<file path="config.mk">
export PLATFORM = sky130hd
export DESIGN_NAME = change_dispenser
export DESIGN_NICKNAME = d
export VERILOG_FILES = /design/src/rtl/change_dispenser.sv
export SDC_FILE = /design/constraint.sdc
export NUM_CORES = 1
export LEC_CHECK = 0
export CAP_MARGIN = 20
export CORE_MARGIN = 2
export CORE_UTILIZATION = 40
export DETAILED_ROUTE_END_ITERATION = 10
export PLACE_DENSITY = 0.73
export SYNTH_ARGS = -nofsm -noshare
export SYNTH_HDL_FRONTEND = slang
export SYNTH_SLANG_ARGS = --single-unit
export TNS_END_PERCENT = 1
</file>
<file path="constraint.sdc">
create_clock -name clk -period 5.33 [get_ports clk]
set_input_delay 0.533 -clock clk [delete_from_list [all_inputs] [get_ports clk]]
set_output_delay 0.533 -clock clk [all_outputs]
set_load 0.03 [all_outputs]
</file>
<file path="src/rtl/change_dispenser.sv">
// rtl/change_dispenser.sv - coin payout engine with greedy exact-change planning and tube inventory
module change_dispenser #(
  parameter int INIT_1 = 3,
  parameter int INIT_2 = 3,
  parameter int INIT_4 = 3,
  parameter int GAP    = 1
) (
  input  logic       clk,
  input  logic       rst,
  input  logic       req,
  input  logic [3:0] change_amount,
  input  logic       refill,
  input  logic [1:0] refill_denom,
  input  logic [3:0] refill_count,
  output logic       ready,
  output logic       coin_valid,
  output logic [1:0] coin_denom,
  output logic       done,
  output logic       red_light,
  output logic [3:0] remaining,
  output logic [3:0] stock_1,
  output logic [3:0] stock_2,
  output logic [3:0] stock_4
);

  typedef enum logic [2:0] {S_IDLE, S_CHECK, S_EJECT, S_WAIT, S_DONE} state_t;

  state_t     state;
  logic [3:0] plan_4, plan_2, plan_1;
  logic [2:0] wait_cnt;

  logic [3:0] chk_q4, chk_n4, chk_r1, chk_q2, chk_n2, chk_r2, chk_n1, chk_r;
  logic [3:0] ej_4, ej_2, ej_1, coin_val;
  logic [3:0] ref_cur, ref_sat;
  logic [4:0] ref_sum;

  // Largest denomination that still has coins left in a plan.
  function automatic logic [1:0] pick(input logic [3:0] a4, input logic [3:0] a2,
                                      input logic [3:0] a1);
    if (a4 != 4'd0)      return 2'b11;
    else if (a2 != 4'd0) return 2'b10;
    else if (a1 != 4'd0) return 2'b01;
    else                 return 2'b00;
  endfunction

  // Greedy plan from the latched amount, post-eject plan, and saturating refill sum.
  always_comb begin
    chk_q4 = remaining >> 2;
    chk_n4 = (stock_4 < chk_q4) ? stock_4 : chk_q4;
    chk_r1 = remaining - {chk_n4[1:0], 2'b00};
    chk_q2 = chk_r1 >> 1;
    chk_n2 = (stock_2 < chk_q2) ? stock_2 : chk_q2;
    chk_r2 = chk_r1 - {chk_n2[2:0], 1'b0};
    chk_n1 = (stock_1 < chk_r2) ? stock_1 : chk_r2;
    chk_r  = chk_r2 - chk_n1;

    ej_4     = plan_4;
    ej_2     = plan_2;
    ej_1     = plan_1;
    coin_val = 4'd0;
    case (coin_denom)
      2'b11:   begin ej_4 = plan_4 - 4'd1; coin_val = 4'd4; end
      2'b10:   begin ej_2 = plan_2 - 4'd1; coin_val = 4'd2; end
      2'b01:   begin ej_1 = plan_1 - 4'd1; coin_val = 4'd1; end
      default: ;
    endcase

    case (refill_denom)
      2'b01:   ref_cur = stock_1;
      2'b10:   ref_cur = stock_2;
      2'b11:   ref_cur = stock_4;
      default: ref_cur = 4'd0;
    endcase
    ref_sum = {1'b0, ref_cur} + {1'b0, refill_count};
    ref_sat = ref_sum[4] ? 4'hF : ref_sum[3:0];
  end

  // Payout FSM; every output is a register updated on the transition into its state.
  always_ff @(posedge clk) begin
    if (rst) begin
      state      <= S_IDLE;
      ready      <= 1'b1;
      coin_valid <= 1'b0;
      coin_denom <= 2'b00;
      done       <= 1'b0;
      red_light  <= 1'b0;
      remaining  <= 4'd0;
      stock_1    <= 4'(INIT_1);
      stock_2    <= 4'(INIT_2);
      stock_4    <= 4'(INIT_4);
      plan_4     <= 4'd0;
      plan_2     <= 4'd0;
      plan_1     <= 4'd0;
      wait_cnt   <= 3'd0;
    end else begin
      coin_valid <= 1'b0;
      coin_denom <= 2'b00;
      done       <= 1'b0;
      case (state)
        S_IDLE: begin
          if (req) begin
            remaining <= change_amount;
            red_light <= 1'b0;
            ready     <= 1'b0;
            state     <= S_CHECK;
          end else if (refill) begin
            case (refill_denom)
              2'b01:   stock_1 <= ref_sat;
              2'b10:   stock_2 <= ref_sat;
              2'b11:   stock_4 <= ref_sat;
              default: ;
            endcase
          end
        end
        S_CHECK: begin
          plan_4 <= chk_n4;
          plan_2 <= chk_n2;
          plan_1 <= chk_n1;
          if (chk_r != 4'd0) begin
            red_light <= 1'b1;
            remaining <= 4'd0;
            done      <= 1'b1;
            state     <= S_DONE;
          end else if (remaining == 4'd0) begin
            done  <= 1'b1;
            state <= S_DONE;
          end else begin
            coin_valid <= 1'b1;
            coin_denom <= pick(chk_n4, chk_n2, chk_n1);
            state      <= S_EJECT;
          end
        end
        S_EJECT: begin
          plan_4    <= ej_4;
          plan_2    <= ej_2;
          plan_1    <= ej_1;
          remaining <= remaining - coin_val;
          case (coin_denom)
            2'b11:   stock_4 <= stock_4 - 4'd1;
            2'b10:   stock_2 <= stock_2 - 4'd1;
            2'b01:   stock_1 <= stock_1 - 4'd1;
            default: ;
          endcase
          if ((ej_4 | ej_2 | ej_1) == 4'd0) begin
            done  <= 1'b1;
            state <= S_DONE;
          end else if (GAP == 0) begin
            coin_valid <= 1'b1;
            coin_denom <= pick(ej_4, ej_2, ej_1);
            state      <= S_EJECT;
          end else begin
            wait_cnt <= 3'(GAP - 1);
            state    <= S_WAIT;
          end
        end
        S_WAIT: begin
          if (wait_cnt == 3'd0) begin
            coin_valid <= 1'b1;
            coin_denom <= pick(plan_4, plan_2, plan_1);
            state      <= S_EJECT;
          end else begin
            wait_cnt <= wait_cnt - 3'd1;
          end
        end
        S_DONE: begin
          remaining <= 4'd0;
          ready     <= 1'b1;
          state     <= S_IDLE;
        end
        default: begin
          ready <= 1'b1;
          state <= S_IDLE;
        end
      endcase
    end
  end

endmodule
</file>
==> out/results.ini, run 1 <==
[final_layout]
layoutNonFillerInstCount=583
synthToLayoutAreaGrowth_pct=26.1
finish.net_count=525
multi_input_comb_area_mm2=0.00235
mostFrequentLayoutCells=nand2_1, dfxtp_1, inv_1
n_antenna_cell=0
finish.instance_area_mm2=0.00408
drive_above_1_share_pct=15.2
final_core_util_pct=52.6
ff_latch_area_um2=806
fillCellCount=755

[sta]
clock-skew-final_ns=0.00833
finalSetupViolCount=11
worst_pin_slew_ns=0.991
postLayoutSetupSlackWorst_ns=-0.291
slew_viol_final=0
final_period_minus_worst_setup_slack_ns=5.62
timing.setup.tns_ns=-1.78
max_freq_mhz=178
finalCritPeriodShare_pct=105
grt_setup_unrepaired=yes
max-slew-margin-rel_pct=33.8
whs_ns=0.486
final_hold_viol_count=0

[outcome]
failing_checks=setup timing
outcome=finished with violations

[place]
dpl.hpwl_um=7350
place.gp.congestion=0.940
port-buffer-count=35
place_inst=570
post_dp_cell_area_mm2=0.00385

[grt]
grt_start_max_net_pins=26
use_met2_pct=39.9
gr_util_met3_pct=2.89
gr-usage-all-layers_pct=22.8
number_of_global_route_vias_before_repair=3364
met1_usage_pct=28.8
grt_antenna_before_repair=0
gr-max-usage-layer=met2
overflow=0
global_route_wire_length_before_repair_um=16000

[min_path]
startpoint_of_the_worst_hold_path=ready$_SDFFE_PP1P_
hold_path_end=ready$_SDFFE_PP1P_
hold_class=reg -> reg
worstHoldPathCells=2

[logic_synthesis]
synth.cell_area_mm2=0.00324
syn_inst=432
ys.warnings.count=0
synth_cell_types=57
synth-seq-cells=40
ys_async_sr_fraction_pct=0
ys.flop_type=dfxtp_1
syn-mean-instance-area_um2=7.50
synth_edf_count=0
synthesis.nets=477
synth_seq_area_share_pct=24.7

[cts]
clock-sinks=40
cts_root_buffer=clkbuf_8
clk_latency_ns=0.31
tritoncts=yes
clock_path_buffers=2
clk_pin_slew_worst_paths_ns=0.09
clock_tree.htree_level_count=2
post_cts_hold_buffer_count=0
numCtsBuffers=5

[drt]
totalWireLength_um=10100
drt_pass1_iterations=5
detail-route-antenna-nets=0
dr_vias_cell=6.03
drt_first_iter_violations=270
number_of_vias_after_detailed_routing=3514
routed_wire_length_per_instance_um=17.4
number_of_remaining_drc_errors=0

[critical_path]
rr_worst_depth=28
critPathLaunchType=flop
timing.critical_path.arrival_ns=5.83
worstPathRequired_ns=5.54
critical_path.max_stage_delay_ns=0.49
crit_path_top_delay_cell=or4_1
r2r-start=remaining[3]$_SDFFE_PP0P_
r2r_end=remaining[3]$_SDFFE_PP0P_
timing_worst_setup_path_type=reg -> reg
crit_path_end_kind=flop
cp_common_cell=ha_2
regToRegSetupSlack_ns=-0.29
cp_max_fo=7

[floorplanning]
die-area_mm2=0.00883
die_w_um=94.0
design.portCount=36
floorplan.rows=32
initial_core_util_pct=41.7
chipHeight_um=94.0
placeableCoreArea_mm2=0.00777

[power_and_ir_drop]
switching_share_pct=47.1
power.net_switching_uw=1240
power.share.sequential_pct=15.6
max-vdd-ir-drop_v=0.000311
cellPowerDensity_mw_per_mm2=642
comb_power_share_pct=74.0
power.static_leakage_uw=0.00161
internal-power_uw=1390
p_clk_share_pct=10.3

[job]
drv.max_cap_violation_count=0

-- power by group through the flow --
| stage | clock (µW) | sequential, µW | combinational, µW |
|---|---|---|---|
| after floorplan | 0 | 437 | 1110 |
| after global placement | 0 | 412 | 1620 |
| after detailed placement | 0 | 413 | 1690 |
| after CTS | 266 | 408 | 1760 |
| after global routing | 276 | 417 | 2070 |
| final | 271 | 410 | 1940 |
-- critical path: cells and delay by family (launching register included) --
family | cells | cell delay, ns
AND/OR/NAND/NOR | 6 | 1.29
adder cells (fa/ha/maj) | 8 | 1.96
AO/OA/AOI/OAI | 10 | 1.44
buffers and inverters | 2 | 0.07
multiplexers | 2 | 0.44
flip-flops | 1 | 0.35
-- logic make-up after synthesis --
kind of cell               count (synthesis)  synth area share, %
buffers and inverters                     58                 6.80
xor gates and xnor gates                  12                 3.24
and+or+nand+nor                          143                 21.7
DFF                                       40                 24.7
muxes                                      7                 2.20
AOI/OAI and AO/OA                        140                 28.6
adders and majority gates                 32                 12.8
-- stage by stage --
step	worst slack (ns)	total power [µW]
floorplan	-0.0643	1550
global placement	-0.100	2030
detailed placement	-0.407	2110
CTS	-0.283	2430
global route	-0.541	2770
finish	-0.291	2620
-- flip-flops by register name (all words and copies together) (netlist names) --
signal,flops
coin_denom,2
plan_2,4
ready,1
stock_1,4
wait_cnt,3
state,3
coin_valid,1
red_light,1
stock_4,4
done,1
stock_2,4
plan_4,4
plan_1,4
remaining,4
-- routing by layer --
metal | routed length, µm | share of wire, %
met5 | 0 | 0
met3 | 654 | 6.5
met1 | 4440 | 44
met2 | 4860 | 48
met4 | 162 | 1.6
-- worst max-delay path by stage --
stage                                      to  slack (ns)  cells after the start                      start
floorplan           remaining[3]$_SDFFE_PP0P_       -0.06                     28  remaining[3]$_SDFFE_PP0P_
global placement    remaining[3]$_SDFFE_PP0P_        -0.1                     26  remaining[3]$_SDFFE_PP0P_
detailed placement  remaining[0]$_SDFFE_PP0P_       -0.41                     28  remaining[3]$_SDFFE_PP0P_
CTS                 remaining[3]$_SDFFE_PP0P_       -0.28                     28  remaining[3]$_SDFFE_PP0P_
global route        remaining[3]$_SDFFE_PP0P_       -0.54                     28  remaining[3]$_SDFFE_PP0P_
finish              remaining[3]$_SDFFE_PP0P_       -0.29                     28  remaining[3]$_SDFFE_PP0P_
-- what timing repair did --
| action | in CTS | in global routing |
|---|---|---|
| pin swaps | 6 | 8 |
| gates resized for setup | 5 | 15 |
| buffers inserted | 3 | 2 |
| cloned | 0 | 0 |
| setup endpoints to repair | 11 | 11 |
-- final cells by class --
class	instances	area share (%)
clock buffers	5	1.69
repair buffers	60	13.2
inverters	39	3.58
clock inverters	3	1.16
flip-flops and latches	40	19.7
multi-input cells	334	57.5
well taps	102	3.12
-- cell usage after synthesis, drive strengths merged, types with 3 or more instances --
master	instances	area, µm²
a21o	3	22.5
nor3b	6	45.0
o21ai	35	175
ha	29	363
o21a	5	37.5
o221a	3	33.8
or2	4	25.0
clkbuf	16	60.1
a211oi	3	27.5
xor2	6	52.6
nand4	4	25.0
a21oi	36	180
buf	3	13.8
nand2b	6	37.5
a211o	4	35.0
nor3	15	75.1
and3	5	31.3
a22o	3	26.3
nand2	39	146
inv	39	146
dfxtp	40	801
a31oi	6	37.5
nor2	34	128
o311a	4	40.0
o32ai	5	43.8
or3	8	55.1
o22ai	7	43.8
a22oi	4	30.0
xnor2	6	52.6
nand3	11	55.1
nor2b	6	37.5
mux2i	6	60.1
o211ai	6	45.0
Power figures use the tool's default switching activity.
==> run 2: changes to the inputs <==
--- a/config.mk
+++ b/config.mk
@@ -5,11 +5,13 @@
 export SDC_FILE = /design/constraint.sdc
 export NUM_CORES = 1
 export LEC_CHECK = 0
+export ABC_AREA = 1
 export CAP_MARGIN = 20
 export CORE_MARGIN = 2
 export CORE_UTILIZATION = 40
 export DETAILED_ROUTE_END_ITERATION = 10
 export PLACE_DENSITY = 0.73
+export SLEW_MARGIN = 40
 export SYNTH_ARGS = -nofsm -noshare
 export SYNTH_HDL_FRONTEND = slang
 export SYNTH_SLANG_ARGS = --single-unit
==> out/results.ini, run 2 <==
[outcome]
outcome=completed  ; was finished with violations

[place]
dpl.hpwl_um=6570  ; was 7350 µm
port-buffer-count=35  ; unchanged
pre_cts_worst_setup_slack_ns=-0.185  ; was -0.407 ns
place.gp.congestion=0.895  ; was 0.940
post_dp_cell_area_mm2=0.00373  ; was 0.00385 mm²

[job]
drv.max_cap_violation_count=0  ; unchanged

[logic_synthesis]
synth_edf_count=0  ; unchanged
syn-mean-instance-area_um2=7.14  ; was 7.50 µm²
synthDominantAreaCellType=dfxtp_1  ; unchanged
netlist_top_cells_count=nand2_1, inv_1, dfxtp_1  ; was dfxtp_1, nand2_1, inv_1
ys_async_sr_fraction_pct=0  ; unchanged
synth_cell_types=52  ; was 57
synth-seq-cells=40  ; unchanged
synth_seq_area_share_pct=25.3  ; was 24.7%
ys.warnings.count=0  ; unchanged
ys.flop_type=dfxtp_1  ; unchanged
netlist.area_leader.share_pct=25.3  ; was 24.7%
synth.cell_area_mm2=0.00316  ; was 0.00324 mm²
syn_inst=443  ; was 432
synthMostInstantiatedCell=nand2_1  ; was dfxtp_1
synthesis.nets=488  ; was 477
synth_area_leaders=dfxtp_1, ha_1, nand2_1  ; was dfxtp_1, ha_1, a21oi_1

[cts]
clock-sinks=40  ; unchanged
tritoncts=yes  ; unchanged
numCtsBuffers=5  ; unchanged
clk_latency_ns=0.30  ; was 0.31 ns
cts_root_buffer=clkbuf_8  ; unchanged
clock_path_buffers=2  ; unchanged
clock_tree.htree_level_count=2  ; unchanged
clk_pin_slew_worst_paths_ns=0.08  ; was 0.09 ns

[drt]
number_of_remaining_drc_errors=0  ; unchanged
routed_wire_length_per_instance_um=14.6  ; was 17.4 µm
number_of_vias_after_detailed_routing=3218  ; was 3514
detail-route-antenna-nets=0  ; unchanged
dr_vias_cell=5.29  ; was 6.03
drt_first_iter_violations=195  ; was 270
totalWireLength_um=8880  ; was 10100 µm
drt_pass1_iterations=4  ; was 5

[floorplanning]
die_w_um=92.9  ; was 94.0 µm
chipHeight_um=92.9  ; was 94.0 µm
die-area_mm2=0.00864  ; was 0.00883 mm²
floorplan.rows=32  ; unchanged
placeableCoreArea_mm2=0.00769  ; was 0.00777 mm²
design.portCount=36  ; unchanged
initial_core_util_pct=41.1  ; was 41.7%

[min_path]
hold_path_end=wait_cnt[1]$_SDFFE_PP0P_  ; was ready$_SDFFE_PP1P_
worstHoldPathCells=2  ; unchanged
hold_class=reg -> reg  ; unchanged
startpoint_of_the_worst_hold_path=wait_cnt[1]$_SDFFE_PP0P_  ; was ready$_SDFFE_PP1P_

[sta]
finalSetupViolCount=0  ; was 11
postLayoutSetupSlackWorst_ns=0.190  ; was -0.291 ns
final_hold_viol_count=0  ; unchanged
slew_viol_final=0  ; unchanged
max-slew-margin-rel_pct=47.9  ; was 33.8%
worst_pin_slew_ns=0.777  ; was 0.991 ns
max_freq_mhz=195  ; was 178 MHz
finalCritPeriodShare_pct=96.4  ; was 105%
clock-skew-final_ns=0.0132  ; was 0.00833 ns
final_period_minus_worst_setup_slack_ns=5.14  ; was 5.62 ns

[final_layout]
drive_above_1_share_pct=22.3  ; was 15.2%
final_common_cell=nand2_1
synthToLayoutAreaGrowth_pct=27.7  ; was 26.1%
mostFrequentLayoutCells=nand2_1, inv_1, dfxtp_1  ; was nand2_1, dfxtp_1, inv_1
finish.instance_area_mm2=0.00404  ; was 0.00408 mm²
n_antenna_cell=0  ; unchanged
multi_input_comb_area_mm2=0.00218  ; was 0.00235 mm²
fillCellCount=730  ; was 755
ff_latch_area_um2=806  ; unchanged
finish.net_count=550  ; was 525

[critical_path]
rr_worst_depth=35  ; was 28
crit_path_end_kind=flop  ; unchanged
critPathLaunch=remaining[3]$_SDFFE_PP0P_  ; unchanged
cp_common_cell=nand2_4  ; was ha_2
worstPathRequired_ns=5.51  ; was 5.54 ns
r2r_end=remaining[3]$_SDFFE_PP0P_  ; unchanged
critPathLaunchType=flop  ; unchanged
timing_worst_setup_path_type=reg -> reg  ; unchanged
critical_path.max_stage_delay_ns=0.36  ; was 0.49 ns
regToRegSetupSlack_ns=0.19  ; was -0.29 ns
r2r-start=remaining[3]$_SDFFE_PP0P_  ; unchanged
crit_path_top_delay_cell=dfxtp_4  ; was or4_1
cp_max_fo=7  ; unchanged
timing.critical_path.arrival_ns=5.32  ; was 5.83 ns

[grt]
overflow=0  ; unchanged
grt_start_max_net_pins=31  ; was 26
number_of_global_route_vias_before_repair=3055  ; was 3364
global_route_wire_length_before_repair_um=14100  ; was 16000 µm
grt_antenna_before_repair=0  ; unchanged
gr-usage-all-layers_pct=20.4  ; was 22.8%

run 2: changes by cell type after synthesis, moves of 6 or more:
cell      delta
nor3b_1      -6
o21ai_1      +6
nand2b_1     -6
nand2_1     +52
clkbuf_1    -11
nor3_1      -11
o22ai_1      -7
nor2b_1      -6
inv_2       +13
nor2_1      -11
inv_1       +15
nand2_2      +8
or3_1        -7
mux2i_1      -6
run 2: area by class of cell:
| class | instances | area share [%] |
|---|---|---|
| clock inverter | 1 | 0.155 |
| multi-input combinational | 325 | 53.9 |
| inverter | 70 | 6.79 |
| tap | 102 | 3.16 |
| timing repair buffer | 63 | 13.9 |
| sequential | 40 | 20.0 |
| clock buffer | 7 | 2.14 |
run 2: kinds of logic after synthesis:
family | count (synthesis) | share of synthesized area [%]
adders and majority gates | 31 | 12.7
DFF | 40 | 25.3
AOI/OAI and AO/OA | 110 | 20.6
and+or+nand+nor | 170 | 27.5
xor gates and xnor gates | 14 | 4.11
buffers and inverters | 78 | 9.73
run 2: timing repair:
item | CTS | global route
hold buffers | 0 | 0
pin swaps | 5 | 18
resized for setup | 5 | 20
buffers inserted | 9 | 5
setup endpoints to repair | 10 | 11
run 2: critical path, delay by kind of cell, from the launching register on:
kind	cells	cell delay, ns
AO/OA/AOI/OAI	8	1.16
XOR/XNOR	1	0.16
adder cells (fa/ha/maj)	6	1.51
buffers and inverters	6	0.35
flip-flops	1	0.36
AND/OR/NAND/NOR	14	1.49
run 2: how the worst max path moves through the flow:
| stage | cells past startpoint | slack (ns) | end |
|---|---|---|---|
| after floorplan | 37 | 0.02 | remaining[3]$_SDFFE_PP0P_ |
| after global placement | 37 | 0.09 | remaining[3]$_SDFFE_PP0P_ |
| after detailed placement | 37 | -0.19 | remaining[3]$_SDFFE_PP0P_ |
| after CTS | 38 | 0.05 | remaining[3]$_SDFFE_PP0P_ |
| after global routing | 35 | -0.09 | remaining[3]$_SDFFE_PP0P_ |
| final | 35 | 0.19 | remaining[3]$_SDFFE_PP0P_ |
run 2: layer usage:
metal	GRT usage, %	part of all wire [%]	wire length [µm]	up-vias
li1	-	-	-	1609
met1	27.4	45	4040	1493
met2	33.6	48	4250	106
met3	3.17	5.5	488	10
met4	5.88	1.2	110	0
met5	0	0	0	-
run 2: through the flow:
stage	setup TNS (ns)	instances	hold WS [ns]	util [%]
2_1_floorplan	0	443	0.444	-
3_3_place_gp	0	586	0.453	48.5
3_5_place_dp	-1.14	586	0.460	48.5
4_1_cts	0	603	0.474	50.9
5_1_grt	-0.278	608	0.490	52.5
6_report	0	608	0.471	52.5
Power of run 2 is not shown: default switching activity piles up to over one toggle a cycle in this logic, so the estimate is an artifact.
